**src/rtl/carry_normalize_serial_if.sv**
```systemverilog
// Operand/result handshake bundle for carry_normalize_serial.
// master drives operands and out_ready; slave is the normalizer itself.
interface carry_normalize_serial_if #(
  parameter int NUM_ELEMENTS = 17,
  parameter int BIT_LEN      = 17,
  parameter int WORD_LEN     = 16
);
  logic                in_valid;
  logic                in_ready;
  logic [BIT_LEN-1:0]  A [NUM_ELEMENTS];
  logic [WORD_LEN-1:0] M [NUM_ELEMENTS];
  logic                out_valid;
  logic                out_ready;
  logic [BIT_LEN-1:0]  R [NUM_ELEMENTS];
  logic                ovf;

  modport master (
    output in_valid, A, M, out_ready,
    input  in_ready, out_valid, R, ovf
  );

  modport slave (
    input  in_valid, A, M, out_ready,
    output in_ready, out_valid, R, ovf
  );
endinterface

```
**src/rtl/carry_normalize_serial.sv**
```systemverilog
// Serial carry normalizer: folds redundant limbs into canonical words one
// word per clock, subtracting the modulus alongside, then picks X or X-M.
//
// state | meaning
// IDLE  | waiting for an operand, in_ready high
// RUN   | propagating carry/borrow through word k
// DONE  | result held until the consumer takes it
module carry_normalize_serial #(
  parameter int NUM_ELEMENTS = 17,
  parameter int BIT_LEN      = 17,
  parameter int WORD_LEN     = 16
) (
  input  logic                    clk,
  input  logic                    rst,
  carry_normalize_serial_if.slave bus
);

  localparam int KW = (NUM_ELEMENTS > 1) ? $clog2(NUM_ELEMENTS) : 1;
  localparam logic [KW-1:0] K_LAST = KW'(NUM_ELEMENTS - 1);

  typedef enum logic [1:0] {IDLE, RUN, DONE} state_t;

  state_t              state;
  logic [KW-1:0]       k;
  logic [1:0]          c;
  logic                b;
  logic                in_ready_q;
  logic                out_valid_q;
  logic                ovf_q;
  logic [BIT_LEN-1:0]  r_q  [NUM_ELEMENTS];
  logic [BIT_LEN-1:0]  a_q  [NUM_ELEMENTS];
  logic [WORD_LEN-1:0] m_q  [NUM_ELEMENTS];
  logic [WORD_LEN-1:0] x_q  [NUM_ELEMENTS];
  logic [WORD_LEN-1:0] d_q  [NUM_ELEMENTS];

  // Per-word datapath; s is one bit wider than a limb so c (max 2) never truncates.
  logic [BIT_LEN:0]    s;
  logic [WORD_LEN:0]   diff;
  logic [WORD_LEN-1:0] x_new;
  logic [WORD_LEN-1:0] d_new;
  logic [1:0]          c_new;
  logic                b_new;
  logic                take_d;
  logic                ovf_new;
  logic [BIT_LEN-1:0]  r_x [NUM_ELEMENTS];
  logic [BIT_LEN-1:0]  r_d [NUM_ELEMENTS];

  assign bus.in_ready  = in_ready_q;
  assign bus.out_valid = out_valid_q;
  assign bus.ovf       = ovf_q;
  assign bus.R         = r_q;

  // Carry add and modulus subtract for the current word.
  always_comb begin
    s       = {1'b0, a_q[k]} + {{(BIT_LEN-1){1'b0}}, c};
    x_new   = s[WORD_LEN-1:0];
    c_new   = s[WORD_LEN+1:WORD_LEN];
    diff    = {1'b0, x_new} - {1'b0, m_q[k]} - {{WORD_LEN{1'b0}}, b};
    d_new   = diff[WORD_LEN-1:0];
    b_new   = diff[WORD_LEN];
    // X - M = (c - b) * 2^(WORD_LEN*N) + D, so the sign lives in c versus b.
    take_d  = (c_new >= {1'b0, b_new});
    ovf_new = (c_new >  {1'b0, b_new});
  end

  // Candidate results; the top word is still in flight on the final edge.
  always_comb begin
    for (int i = 0; i < NUM_ELEMENTS; i++) begin
      r_x[i] = BIT_LEN'(x_q[i]);
      r_d[i] = BIT_LEN'(d_q[i]);
    end
    r_x[NUM_ELEMENTS-1] = BIT_LEN'(x_new);
    r_d[NUM_ELEMENTS-1] = BIT_LEN'(d_new);
  end

  // Control FSM with registered handshake outputs and result words.
  always_ff @(posedge clk or posedge rst) begin
    if (rst) begin
      state       <= IDLE;
      in_ready_q  <= 1'b1;
      out_valid_q <= 1'b0;
      ovf_q       <= 1'b0;
      k           <= '0;
      c           <= '0;
      b           <= 1'b0;
      for (int i = 0; i < NUM_ELEMENTS; i++) begin
        r_q[i] <= '0;
        a_q[i] <= '0;
        m_q[i] <= '0;
        x_q[i] <= '0;
        d_q[i] <= '0;
      end
    end else begin
      case (state)
        IDLE: begin
          if (bus.in_valid) begin
            a_q        <= bus.A;
            m_q        <= bus.M;
            k          <= '0;
            c          <= '0;
            b          <= 1'b0;
            in_ready_q <= 1'b0;
            state      <= RUN;
          end
        end
        RUN: begin
          x_q[k] <= x_new;
          d_q[k] <= d_new;
          c      <= c_new;
          b      <= b_new;
          k      <= k + 1'b1;
          if (k == K_LAST) begin
            out_valid_q <= 1'b1;
            ovf_q       <= ovf_new;
            r_q         <= take_d ? r_d : r_x;
            state       <= DONE;
          end
        end
        DONE: begin
          if (bus.out_ready) begin
            out_valid_q <= 1'b0;
            in_ready_q  <= 1'b1;
            state       <= IDLE;
          end
        end
        default: begin
          state       <= IDLE;
          in_ready_q  <= 1'b1;
          out_valid_q <= 1'b0;
        end
      endcase
    end
  end

endmodule

```
**src/flat_wrapper.sv**
```systemverilog
// flat-port wrapper written by rule: the top's interface ports become plain ports
module carry_normalize_serial_flat 
#(
  parameter int NUM_ELEMENTS = 17,
  parameter int BIT_LEN      = 17,
  parameter int WORD_LEN     = 16
)
  (clk, rst, bus_in_valid, bus_A, bus_M, bus_out_ready, bus_in_ready, bus_out_valid, bus_R, bus_ovf);
  carry_normalize_serial_if #(.NUM_ELEMENTS(NUM_ELEMENTS), .BIT_LEN(BIT_LEN), .WORD_LEN(WORD_LEN)) bus_i ();
  input  logic clk;
  input  logic rst;
  input wire logic [$bits(bus_i.in_valid)-1:0] bus_in_valid;
  input wire logic [$bits(bus_i.A)-1:0] bus_A;
  input wire logic [$bits(bus_i.M)-1:0] bus_M;
  input wire logic [$bits(bus_i.out_ready)-1:0] bus_out_ready;
  output wire logic [$bits(bus_i.in_ready)-1:0] bus_in_ready;
  output wire logic [$bits(bus_i.out_valid)-1:0] bus_out_valid;
  output wire logic [$bits(bus_i.R)-1:0] bus_R;
  output wire logic [$bits(bus_i.ovf)-1:0] bus_ovf;
  assign bus_i.in_valid = bus_in_valid;
  assign bus_i.A = {>>{bus_A}};
  assign bus_i.M = {>>{bus_M}};
  assign bus_i.out_ready = bus_out_ready;
  assign bus_in_ready = bus_i.in_ready;
  assign bus_out_valid = bus_i.out_valid;
  assign bus_R = {>>{bus_i.R}};
  assign bus_ovf = bus_i.ovf;
  carry_normalize_serial #(.NUM_ELEMENTS(NUM_ELEMENTS), .BIT_LEN(BIT_LEN), .WORD_LEN(WORD_LEN)) u_core (.clk(clk), .rst(rst), .bus(bus_i));
endmodule
```
**config.mk**
```make
export PLATFORM = sky130hd
export DESIGN_NAME = carry_normalize_serial_flat
export DESIGN_NICKNAME = d
export VERILOG_FILES = /design/src/rtl/carry_normalize_serial_if.sv /design/src/rtl/carry_normalize_serial.sv /design/src/flat_wrapper.sv
export SDC_FILE = /design/constraint.sdc
export NUM_CORES = 2
export LEC_CHECK = 0
export ABC_AREA = 1
export CORE_ASPECT_RATIO = 1.25
export CORE_MARGIN = 2
export CORE_UTILIZATION = 40
export CTS_BUF_LIST = sky130_fd_sc_hd__clkbuf_2
export DETAILED_ROUTE_END_ITERATION = 8
export PLACE_DENSITY = 0.7
export SYNTH_ARGS = -nofsm -noshare
export SYNTH_HDL_FRONTEND = slang
export SYNTH_SLANG_ARGS = --single-unit
export TNS_END_PERCENT = 1
```
**constraint.sdc**
```tcl
create_clock -name clk -period 139 [get_ports clk]
set_clock_uncertainty 0.05 [all_clocks]
set_input_delay 27.8 -clock clk [delete_from_list [all_inputs] [get_ports clk]]
set_output_delay 27.8 -clock clk [all_outputs]
set_load 0.03 [all_outputs]
```
==> flow_metrics.env <==
export IMPL_synth_cell_types=46
export IMPL_antenna_left=0
export IMPL_drv_cap=0
export IMPL_dp_hpwl_microns=144000
export IMPL_min_period_ns=30.84
export IMPL_max_stage_delay_ns=0.79
export IMPL_synthTopCellsByArea="dfrtp_1 (55%), nand2_1 (19%), o21ai_0 (6.9%), inv_1 (4.7%), nand3_1 (3.2%)"
export IMPL_htreeDepth=5
export IMPL_io_buffers=839
export IMPL_drtIter0Drc=5775
export IMPL_worstPathCellList="clkdlybuf4s50_1"
export IMPL_async_flop_share_pct=100
export IMPL_synth_top_cell_area_share_pct=54.8
export IMPL_rsz0062_at_grt="false"
export IMPL_post_cts_buffers=0
export IMPL_area_growth_pct=20.3
export IMPL_yosys_warnings=0
export IMPL_hold_violations=0
export IMPL_worstSetupEndpointType="output pin"
export IMPL_fin_tns_setup_ns=0
export IMPL_die_w_microns=356
export IMPL_critPathBufInv=1
export IMPL_cts_buffers_inserted=348
export IMPL_start_util_pct=40.3
export IMPL_finalWirelength_microns=221000
export IMPL_post_drt_wl_per_cell_microns=20.3
export IMPL_drive_gt1_share_pct=7.48
export IMPL_clk_pin_slew_ns=0.09
export IMPL_die_area_sq_mm=0.158
export IMPL_grt_pass1_vias=54420
export IMPL_synthCells=7849
export IMPL_grt_usage_pct=27.6
export IMPL_ys_ff_latch=1358
export IMPL_required_ns=111.15
export IMPL_status="complete, no violations"
export IMPL_layout_common_cells="nand2_1 (3062), dfrtp_1 (1355), o21ai_0 (859), clkdlybuf4s50_1 (839), inv_1 (774)"
export IMPL_place_congestion=0.895
export IMPL_num_vias=56325
export IMPL_critPathLaunchType="flop"
export IMPL_fmax_mhz=32.4
export IMPL_synth_edf_count=0
export IMPL_drc=0
export IMPL_relSlewSlack_pct=6.37
export IMPL_cts_hold_buf=0
export IMPL_io_pins=857
export IMPL_seqCellArea_sq_mm=0.0340
export IMPL_slew_viol_final=0
export IMPL_path_delay_family="buffers and inverters"
export IMPL_clk_latency_ns=1.82
export IMPL_grt_ovfl_total=0
export IMPL_layout_commonest_cell="nand2_1"
export IMPL_grt_max_degree=222
export IMPL_grt_first_pass_wirelength_microns=331000
export IMPL_avgSynthCellArea_sq_um=7.90
export IMPL_cts_tree="done"
export IMPL_grt_antenna_before_repair=39
export IMPL_syn_area_sq_mm=0.0620
export IMPL_ctsResizeCount=0
export IMPL_slowest_stage="clkdlybuf4s50_1"
export IMPL_coreArea_sq_mm=0.154
export IMPL_multi_input_area_sq_mm=0.0231
export IMPL_whs_ns=0.408
export IMPL_synthFlopType="dfrtp_1"
export IMPL_ys_seq_area_share_pct=54.8
export IMPL_setup_viol=0
export IMPL_clockRootBuffer="clkbuf_2"
export IMPL_first_pass_iters=8
export IMPL_crit_fanout=2
export IMPL_viasPerCell=5.19
export IMPL_die_height_microns=444
export IMPL_synth_area_leader_cell="dfrtp_1"
export IMPL_worst_hold_path_type="flop to flop"
export IMPL_fin_crit_sh_pct=22.2
export IMPL_clock_path_buffers=4
export IMPL_critical_path_class="flop to output pin"
export IMPL_row_count=161
export IMPL_arrival_ns=2.99
export IMPL_fill_cells=15034
export IMPL_numClockSinks=1358
export IMPL_worst_pin_slew_ns=1.40
export IMPL_final_nets=9182
registers in the layout, summed over array words and instances, names as in the netlist:
signal and cells:
u_core.bus.R 272, u_core.state 2, u_core.bus.out_valid 1, u_core.r_x 256, u_core.b 1, u_core.bus.in_ready 1
u_core.k 5, u_core.bus.ovf 1, u_core.d_q 256, u_core.c 2, u_core.m_q 272, u_core.a_q 289
cells by family (layout without fill, tap and decap cells):
group	count (synthesis)	after routing	synth area share, %
buffers and inverters	1347	2277	8.75
XOR/XNOR	17	17	0.240
multiplexers	1	1	0.0161
other	1	42	0.00605
flip-flops	1358	1358	54.8
AND/OR/NAND/NOR	4013	4013	26.4
AO/OA/AOI/OAI	1074	1074	9.00
adder cells (fa/ha/maj)	38	38	0.803
synth_stat cells, types with 4 or more instances:
| library cell | n |
|---|---|
| a21oi_1 | 112 |
| a221oi_1 | 8 |
| a22o_1 | 7 |
| a22oi_1 | 11 |
| buf_1 | 43 |
| buf_2 | 71 |
| buf_4 | 41 |
| buf_6 | 15 |
| clkbuf_1 | 384 |
| dfrtp_1 | 1357 |
| ha_1 | 35 |
| inv_1 | 777 |
| inv_2 | 13 |
| nand2_1 | 3072 |
| nand2_2 | 5 |
| nand3_1 | 393 |
| nand4_1 | 279 |
| nor2_1 | 246 |
| nor2_4 | 4 |
| nor3_1 | 4 |
| o211ai_1 | 12 |
| o21ai_0 | 859 |
| o21ai_1 | 29 |
| o221ai_1 | 10 |
| o22ai_1 | 12 |
| xor2_1 | 17 |
metal layers:
metal / up-vias / share of wire, % / GRT usage [%]
met4: 12 / 5.6 / 16.2
met5: - / 0.038 / 0
li1: 26277 / - / -
met2: 2629 / 48 / 44.2
met1: 26906 / 40 / 34.9
met3: 501 / 7.3 / 4.85
final cells by class:
type                    count  area share, %
flip-flops and latches   1358           45.5
multi-input cells        5160           30.9
repair buffers            919           12.1
inverters                 792           4.04
well taps                2037           3.42
clock buffers             483           3.24
clock inverters            83          0.624
diodes                     25         0.0838
through the flow:
step	setup WS, ns	instances	utilization, %	cell area [sq um]
floorplan	72.87	7865	-	62100
finish	108.16	10857	48.5	74600
global route	107.95	10856	48.5	74600
global placement	107.12	10266	46.6	71700
CTS	107.83	10832	48.5	74600
detailed placement	107.03	10266	46.6	71700
final timing paths:
check,startpoint,endpoint,slack (ns),cells past startpoint
worst max-delay path,u_core.bus.in_ready,bus_in_ready,108.16,1
worst min-delay path,u_core.d_q[110],u_core.bus.R[116],0.41,4
worst max register to register,u_core.k[0],u_core.bus.R[281],127.15,37
worst min register to register,u_core.d_q[110],u_core.bus.R[116],0.41,4
max in group asynchronous,rst,u_core.bus.R[221],108.91,5
min in group asynchronous,rst,u_core.bus.R[44],26.56,2
Power is not shown: default switching activity piles up to over one toggle a cycle in this logic, so the estimate is an artifact.
